## src/rtl/instr_fetch.sv

```systemverilog
// Instruction fetch stage: PC register, ROM addressing and IF/ID pipeline register.
// Latency: one edge from pc == A to id_instr holding the word at A.
// Backpressure: stall freezes pc and IF/ID; flush invalidates IF/ID. The optional
// branch delay slot is enabled with the DELAY_SLOT_EN macro.
module instr_fetch #(
    parameter int          ADDR_BITS = 10,
    parameter logic [31:0] RESET_PC  = 32'h0000_0000
) (
    input  logic                 clk,
    input  logic                 rst,
    input  logic                 stall,
    input  logic                 flush,
    input  logic                 redirect,
    input  logic [31:0]          redirect_pc,
    output logic [ADDR_BITS-1:0] rom_addr,
    output logic                 rom_sel,
    input  logic [31:0]          rom_dout,
    output logic                 id_valid,
    output logic [31:0]          id_pc,
    output logic [31:0]          id_instr,
    output logic [31:0]          id_pc_plus4,
    output logic [31:0]          pc,
    output logic [31:0]          fetch_cnt
);

    logic [31:0] pc_plus4;
    logic [31:0] redirect_target;
    logic        deliver;
    logic        unused_redirect_low;

    // Word-aligned fetch: ROM sees only the word index, higher bits alias.
    assign rom_addr        = pc[ADDR_BITS+1:2];
    assign rom_sel         = !stall && !rst;
    assign pc_plus4        = pc + 32'd4;
    assign redirect_target = {redirect_pc[31:2], 2'b00};

    // Byte offset of the redirect target is discarded by alignment.
    assign unused_redirect_low = &{1'b0, redirect_pc[1:0]};

`ifdef DELAY_SLOT_EN
    // Delay slot: the word fetched alongside a redirect still executes.
    assign deliver = !flush;
`else
    // No delay slot: the word fetched alongside a redirect is squashed.
    assign deliver = !flush && !redirect;
`endif

    // Program counter: reset, hold on stall, redirect, else advance by one word.
    always_ff @(posedge clk) begin
        if (rst) begin
            pc <= RESET_PC;
        end else if (!stall) begin
            if (redirect) begin
                pc <= redirect_target;
            end else begin
                pc <= pc_plus4;
            end
        end
    end

    // IF/ID register: flush clears valid even under stall; squashed slots carry a NOP.
    always_ff @(posedge clk) begin
        if (rst) begin
            id_valid    <= 1'b0;
            id_pc       <= 32'h0000_0000;
            id_instr    <= 32'h0000_0000;
            id_pc_plus4 <= 32'h0000_0000;
        end else if (stall) begin
            if (flush) begin
                id_valid <= 1'b0;
            end
        end else begin
            id_valid    <= deliver;
            id_pc       <= pc;
            id_pc_plus4 <= pc_plus4;
            id_instr    <= deliver ? rom_dout : 32'h0000_0000;
        end
    end

    // Delivered-instruction counter, bumps whenever a valid word enters IF/ID.
    always_ff @(posedge clk) begin
        if (rst) begin
            fetch_cnt <= 32'h0000_0000;
        end else if (!stall && deliver) begin
            fetch_cnt <= fetch_cnt + 32'd1;
        end
    end

endmodule

```

## config.mk

```make
export PLATFORM = sky130hd
export DESIGN_NAME = instr_fetch
export DESIGN_NICKNAME = d
export VERILOG_FILES = /design/src/rtl/instr_fetch.sv
export SDC_FILE = /design/constraint.sdc
export NUM_CORES = 1
export LEC_CHECK = 0
export ABC_AREA = 1
export CORE_ASPECT_RATIO = 1.4
export CORE_MARGIN = 3
export CORE_UTILIZATION = 30
export CTS_CLUSTER_SIZE = 25
export DETAILED_ROUTE_END_ITERATION = 6
export SLEW_MARGIN = 10
export SYNTH_ARGS = -nofsm -noshare
export SYNTH_HDL_FRONTEND = slang
export SYNTH_SLANG_ARGS = --single-unit
```

## constraint.sdc

```tcl
create_clock -name clk -period 1.5 [get_ports clk]
set_clock_uncertainty 0.2 [all_clocks]
set_input_delay 0.225 -clock clk [delete_from_list [all_inputs] [get_ports clk]]
set_output_delay 0.225 -clock clk [all_outputs]
set_load 0.1 [all_outputs]
```

== Word-level counts from Yosys, hierarchy flattened ==
Cells that the tools add are included.
Widths: inputs -> output; s select.
Storage, ports and cells
  bits in registers: 161
  input port bits: 69
  output and inout bits: 172
  word-level logic and storage cells: 20
Operators by class
  $add $sub $neg: 2
  equal/unequal tests: 1
  mux-type cells: 4
  reduce and logical (&&, ||, !) cells: 7
Operators by type and width (count)
  $mux 32: 2
  $add 32x1->32 const B: 1
  $add 32x3->32 const B: 1
  $logic_not 1->1: 4
  $logic_and 1x1->1: 3
  $mux 1: 2
  $ne 2x1->1 const B: 1

== Longest topological paths before layout ==
Gate-level depths: netlist (run 1).
  depth in word-level cells: 3
  gate-level depth with buffers: 10
  mapped depth without buffers: 10

== Worst setup path before layout (run 1) ==
No wires, ideal clock.
  kind: reg2reg
  from: register pc[3]
  to: register pc[28]
  arrival: 2201 ps
  data required time: 1184 ps
  path slack: -1016 ps
  cell stages (with the launch flop): 11
  buffers on the path: 0
  clock period less this slack: 2516 ps
  cells stage by stage: dfxtp_1 > ha_1 > nand3_2 > nor2_4 > nand3_1 > inv_1 > nand2_1 > nand2_1 > nand3_1 > nand2_1 > nand2_1
On the way
  cells in the longest elaborated chain, start to end: 2
RTL lines
  start, declared: line 22  | output logic [31:0] pc,
  start signal, assigned: line 54  | pc <= redirect_target;
  start signal, assigned: line 56  | pc <= pc_plus4;
  $add 32x3->32: line 34  | assign pc_plus4 = pc + 32'd4;
  $mux 32: line 53  | if (redirect) begin
No other way between the ends.
A chain may end at the register's enable or synchronous reset.

== Worst setup path in the final report (run 1) ==
  from: register pc[3]
  to: register id_pc_plus4[10]
On the way
  cells in the longest elaborated chain, start to end: 1
RTL lines
  $add 32x3->32: line 34
  end signal, assigned: line 75  | id_pc_plus4 <= pc_plus4;
  end, declared: line 21  | output logic [31:0] id_pc_plus4,
No other way between the ends.

==> results of run 1 <==
-- per-stage QoR --
stage,instances,setup TNS (ns),util,hold slack [ns]
final,1664,-12.60,0.6449,0.1148
after floorplan,952,-12.69,-,0.1657
after CTS,1633,-10.57,0.6174,0.1084
after global routing,1664,-19.86,0.6449,0.1153
after global placement,1569,-56.28,0.5576,0.2722
after detailed placement,1569,-59.47,0.5576,0.2693
-- cells by family after synthesis --
| family | count (synthesis) | synth area share |
|---|---|---|
| buf+inv | 138 | 0.08605 |
| simple gates | 467 | 0.2947 |
| compound gates | 170 | 0.1518 |
| xor+xnor | 14 | 0.01865 |
| flops | 155 | 0.4446 |
| fa+ha+maj | 2 | 0.003585 |
| other cells | 1 | 0.0005373 |
-- power groups by stage --
stage          Sequential (W)  Combinational [W]  Clock [W]
6_report              0.00439            0.00316    0.00455
3_3_place_gp          0.00445            0.00295          0
5_1_grt               0.00440            0.00328    0.00484
4_1_cts               0.00438            0.00307    0.00466
2_1_floorplan         0.00548           0.000648          0
3_5_place_dp          0.00446            0.00296          0
-- final cells by class --
class,instances,area [um2],area share
clock buffer,22,518.0,0.03540
clock inverter,10,108.9,0.007438
inverter,83,324.1,0.02214
multi-input combinational,659,4078,0.2786
sequential,155,3316,0.2266
tap,301,376.6,0.02574
timing repair buffer,434,5913,0.4041
-- timing repair --
| item | CTS | global route |
|---|---|---|
| hold buffers | 0 | 0 |
| gates resized for setup | 142 | 119 |
| setup endpoints to repair | 135 | 136 |
| buffers inserted | 37 | 54 |
| pin swaps | 53 | 59 |
-- registers in the layout, indices dropped and copies added, names as in the netlist --
signal and count:
id_valid 1, fetch_cnt 32, id_instr 32, id_pc_plus4 30
pc 30, id_pc 30
-- cell usage after synthesis, types with 5 or more instances --
cell type | count | share of area
nor2_4 | 13 | 0.021
o22ai_1 | 6 | 0.0054
a21oi_1 | 21 | 0.015
inv_1 | 77 | 0.041
o21ai_0 | 86 | 0.062
a32o_1 | 32 | 0.046
nand3_1 | 51 | 0.037
buf_2 | 6 | 0.0043
buf_4 | 16 | 0.017
nor3_1 | 8 | 0.0057
nand2_2 | 6 | 0.0054
nor2_1 | 119 | 0.064
dfxtp_1 | 155 | 0.44
nand2_1 | 245 | 0.13
a31oi_1 | 15 | 0.013
inv_2 | 5 | 0.0027
nand4_1 | 8 | 0.0072
clkbuf_1 | 31 | 0.017
xor2_1 | 11 | 0.014
-- per-layer routing --
layer / wire (um) / part of all wire / global-route usage
met5: 0 / 0 / 0
met4: 1183 / 0.043 / 0.09365
met3: 2026 / 0.073 / 0.06419
met2: 14910 / 0.54 / 0.3881
met1: 9648 / 0.35 / 0.2246
-- worst max-delay path, stage by stage, from the launching register on --
cell	delay [ns]
dfxtp_4	0.37
ha_4	0.14
nand3_4	0.09
nor2_4	0.18
nand2_4	0.13
buf_4	0.16
buf_6	0.11
xor2_2	0.14
buf_4	0.13
o21ai_1	0.10
-- worst max-delay path by stage --
stage	end	from	slack, ns
floorplan	pc[30]	pc[2]	-0.33
global placement	fetch_cnt[29]	redirect	-0.47
detailed placement	fetch_cnt[29]	redirect	-0.50
CTS	id_pc_plus4[18]	pc[2]	-0.28
global route	pc[28]	pc[3]	-0.38
finish	id_pc_plus4[10]	pc[3]	-0.31
==> results.md, run 1 <==
- Vias per cell: 4.823
- Share of post-route cells with drive strength above 1: 0.4696
- Final setup margin: -0.3079 ns
- Gp weighted congestion: 0.8871
- Initial antenna violation count: 0
- Initial cell density of the core: 0.3076
- Sequential share of power: 0.363
- Fmax: 553.1 MHz
- Post-synth top flop: dfxtp_1
- Flops & latches, synth: 155
- Drt total wl: 27760 um
- Most frequent cells in the layout: 201 x nand2_1, 175 x buf_12, 115 x buf_4
- WP data arrival: 1.97 ns
- Sw Ratio: 0.3212
- Antenna Cells: 0
- HP Class: in -> reg
- Switching Power: 0.003885 W
- Vias in the first global route: 8156
- Outcome: complete, but fails checks
- Worst reg-to-reg path cell count: 9
- Drt wl/cell: 16.69 um
- Worst VDD drop: 0.7634 mV
- Number of flops mapped to enable cells by yosys: 0
- I/O pin cnt: 241
- Overflow after GRT: 0
- P&R area growth vs syn: 109.7%
- Pre-antenna DRT Iters: 5
- R2R Path Start: pc[3]
- Post-Synthesis Cell Area: 0.006979 mm2
- Reg2Reg Setup Slack: -0.31 ns
- Endpoints failing setup: 99
- Leak: 5.963 nW
- Die outline width: 134.9 um
- Num CTS Buffers: 17
- # DRC: 0
- CP required: 1.66 ns
- CTS H-tree lvls: 4
- Unrepaired setup endpoints after global routing: yes
- Commonest non-fill, non-tap cell in the layout: nand2_1
- Syn. warnings: 0
- Nets: 1421
- Initial DRC Count: 425
- Layout fillers: 1741
- Post-Synthesis Cells: 947
- Hold Crit Start: rst
- Pre-CTS WS: -0.5046 ns
- Die H: 186.5 um
- HPWL after DPL: 19530 um
- Syn Area/Cell: 7.370 um2
- Worst Hold Depth: 3
- First-pass GRT wire length: 42810 um
- I/O Buffers: 232
- Final Max Tran Viols: 0
- Max Cap Viol: 0
- Final min period: 1.808 ns
- Placed Area: 0.01265 mm2
- Comb power frac: 0.261
- P_int: 0.008210 W
- Largest net degree at the start of global routing: 44
- Clock sinks: 155
- Hold Crit Endpoint: id_pc[2]
- Global Route Usage Sum: 0.2138
- Crit path kind: reg -> reg
- CTS root buffer: clkbuf_16
- Critical path launch point type: register
- Critical Path Sink Type: register
- Sequential cell area fraction in the yosys report: 0.4446
- Power share of the clock group: 0.376
- Final Hold Fails: 0
- Violated checks: negative setup slack
- Total Power: 0.01210 W
- Die area: 0.02516 mm2
- Number of cell rows: 65
- Worst r2r dst: id_pc_plus4[10]
- Power per cell area: 826.5 mW/mm2
- Netlist cell types: 38
- Period utilization: 1.205
- Core Area: 0.02269 mm2
- TritonCTS clock tree: yes
- CTS max path bufs: 2
- Worst skew pair latency: 0.43 ns
- Via count: 8026
- Post-route ant nets: 0
- Async SR Flop Fraction: 0
- Worst-path fanout max: 4
- Reg clk slew, reported paths: 0.06 ns
- Final instance area: 0.01463 mm2
Power figures use the tool's default switching activity.
==> run 2: changes to the inputs <==
Clock period 1.5 ns to 1.6 ns, I/O delays scaled along.
==> results.md, run 2 (same netlist as run 1, synthesis figures left out) <==
- Outcome: complete, but fails checks
- Violated checks: negative setup slack
- WP data arrival: 1.92 ns (-0.05 ns)
- Post-route ant nets: 0 (unchanged)
- Num CTS Buffers: 17 (unchanged)
- CP cell instances: ha_4 > nand3_4 > nor2_4 > nand2_4 > nor2_8 > xor2_4 > buf_4 > o21ai_1
- Number of cell rows: 65 (unchanged)
- I/O pin cnt: 241 (unchanged)
- Via count: 7658 (-4.6%)
- Layout Cells excl Fill: 1602 (-3.7%)
- Worst VDD drop: 0.7131 mV (-6.6%)
- Power share of the clock group: 0.385 (+0.009)
- CTS max path bufs: 2 (unchanged)
- TritonCTS clock tree: yes
- HPWL after DPL: 18840 um (-3.6%)
- Final Hold Fails: 0 (unchanged)
- Biggest regs: fetch_cnt (32), id_instr (32)
- Nets: 1359 (-4.4%)
- Overflow after GRT: 0 (unchanged)
- Clock sinks: 155 (unchanged)
- Vias in the first global route: 7682 (-5.8%)
- Final setup margin: -0.1928 ns (+0.1151 ns)
- Reg clk slew, reported paths: 0.07 ns (about the same)
- CTS H-tree lvls: 4 (unchanged)
- Sequential share of power: 0.366 (+0.003)
- Global Route Usage Sum: 0.2007 (-0.01309)
- Gp weighted congestion: 0.9023 (+1.7%)
- I/O Buffers: 232 (unchanged)
- Area occupied by multi-input gates: 0.003902 mm2 (-4.3%)
- Largest net degree at the start of global routing: 47 (+6.8%)
- Slowest CP cell: dfxtp_4
- # DRC: 0 (unchanged)
- CTS Hold Bufs: 0 (unchanged)
- Drt total wl: 25810 um (-7.1%)
- Critical Path Sink Type: register
- Met2 usage: 0.3632 (-0.02486)
- Crit path kind: reg -> reg
- Initial antenna violation count: 0 (unchanged)
- Critical path launch point type: register
- Worst-path fanout max: 5 (+1)
- HP Class: in -> reg
- Commonest non-fill, non-tap cell in the layout: nand2_1
- Layout fillers: 1837 (+5.5%)
- Most frequent cells in the layout: 208 x nand2_1, 177 x buf_12, 100 x buf_4
- P_int: 0.007576 W (-7.7%)
- P&R area growth vs syn: 98.05%
- Family with the most delay on the worst path: simple AND/OR/NAND/NOR gates
- Initial DRC Count: 416 (-2.1%)
- Most used routing layer in global routing: met2
- Sw Ratio: 0.3259 (+0.004654)
- Dpl cells: 1541 (-1.8%)
- Final min period: 1.793 ns (-0.01512 ns)
- CP max stage delay: 0.36 ns (about the same)
- Die area: 0.02516 mm2 (unchanged)
- Antenna Cells: 0 (unchanged)
- Power per cell area: 813.0 mW/mm2 (-1.6%)
- Fmax: 557.8 MHz (+0.84%)
- Unrepaired setup endpoints after global routing: yes
- Worst hold slack: 0.05632 ns (-0.05846 ns)
- Global Route met3 Usage: 0.06284 (-0.001348)
- Comb power frac: 0.249 (-0.012)
- Max Cap Viol: 0 (unchanged)
- Period utilization: 1.121 (-0.08478)
- First-pass GRT wire length: 40450 um (-5.5%)
- Worst path buffer plus inverter count: 1 (-2)
- Grt met1 use: 0.2157 (-0.008964)
- CP required: 1.72 ns (+0.06 ns)
- Core Area: 0.02269 mm2 (unchanged)
- Share of post-route cells with drive strength above 1: 0.4204 (-0.04911)
- Switching Power: 0.003662 W (-5.7%)
- Endpoints failing setup: 50 (-49%)
- Worst skew pair latency: 0.43 ns (about the same)
- Vias per cell: 4.780 (-0.89%)
- Die outline width: 134.9 um (unchanged)
- Pre-antenna DRT Iters: 5 (unchanged)
- Leak: 5.526 nW (-7.3%)
- CTS root buffer: clkbuf_16
- Final Max Tran Viols: 0 (unchanged)
- Drt wl/cell: 16.11 um (-3.5%)
- Initial cell density of the core: 0.3076 (unchanged)
- FF+latch area: 0.003313 mm2 (about the same)
- Die H: 186.5 um (unchanged)
run 2: per-layer routing:
| metal | wire length [um] | up-vias |
|---|---|---|
| li1 | - | 3763 |
| met1 | 9327 | 3630 |
| met2 | 14010 | 221 |
| met3 | 1672 | 44 |
| met4 | 791 | 0 |
| met5 | 0 | - |
run 2: final cells by class:
cell class                 instances  share of cell area
multi-input combinational        659              0.2823
clock buffer                      21             0.03648
inverter                          83             0.02272
tap                              301             0.02725
clock inverter                    11            0.009233
timing repair buffer             372              0.3823
sequential                       155              0.2397
run 2: path summary, 6_finish.rpt:
| kind | cells past startpoint | to | slack (ns) | start |
|---|---|---|---|---|
| setup reg to reg | 8 | id_pc_plus4[18] | -0.19 | pc[3] |
| setup / recovery | 8 | id_pc_plus4[18] | -0.19 | pc[3] |
| hold reg to reg | 1 | fetch_cnt[3] | 0.28 | fetch_cnt[3] |
| hold / removal | 4 | id_valid | 0.06 | flush |
run 2: power groups by stage:
stage | Combinational [W] | Sequential (W) | Clock, W
3_3_place_gp | 0.00272 | 0.00419 | 0
6_report | 0.00280 | 0.00411 | 0.00433
5_1_grt | 0.00291 | 0.00413 | 0.00459
3_5_place_dp | 0.00273 | 0.00419 | 0
2_1_floorplan | 0.000605 | 0.00514 | 0
4_1_cts | 0.00276 | 0.00410 | 0.00442
run 2: stage by stage:
stage	power, W	setup slack [ns]	instance area, um2	utilization	TNS, ns
after global placement	0.006910	-0.4405	12390	0.5459	-44.78
final	0.01124	-0.1928	13820	0.6092	-3.758
after floorplan	0.005740	-0.2326	7357	-	-5.732
after detailed placement	0.006923	-0.4837	12390	0.5459	-47.33
after global routing	0.01163	-0.2653	13820	0.6092	-9.681
after CTS	0.01128	-0.1513	13250	0.5839	-1.961
run 2: worst reg2reg max path, delay by kind of cell, from the launching register on:
kind,cells,cell delay (ns)
AND/OR/NAND/NOR,4,0.62
adder cells (fa/ha/maj),1,0.15
AO/OA/AOI/OAI,1,0.05
XOR/XNOR,1,0.18
flip-flops,1,0.36
buffers and inverters,1,0.13
run 2: repair_timing:
item / 4_1_cts / 5_1_grt
endpoints found under the setup margin: 56 / 83
resized for setup: 46 / 112
setup buffers: 9 / 23
pin swaps: 22 / 67
==> run 3: changes to the inputs <==
Settings changed: ABC_CLOCK_PERIOD_IN_PS set to 1600, HOLD_SLACK_MARGIN set to 0.05.
==> results of run 3 <==
Same layout as run 2: the final DEF is identical, and so are final timing and power.
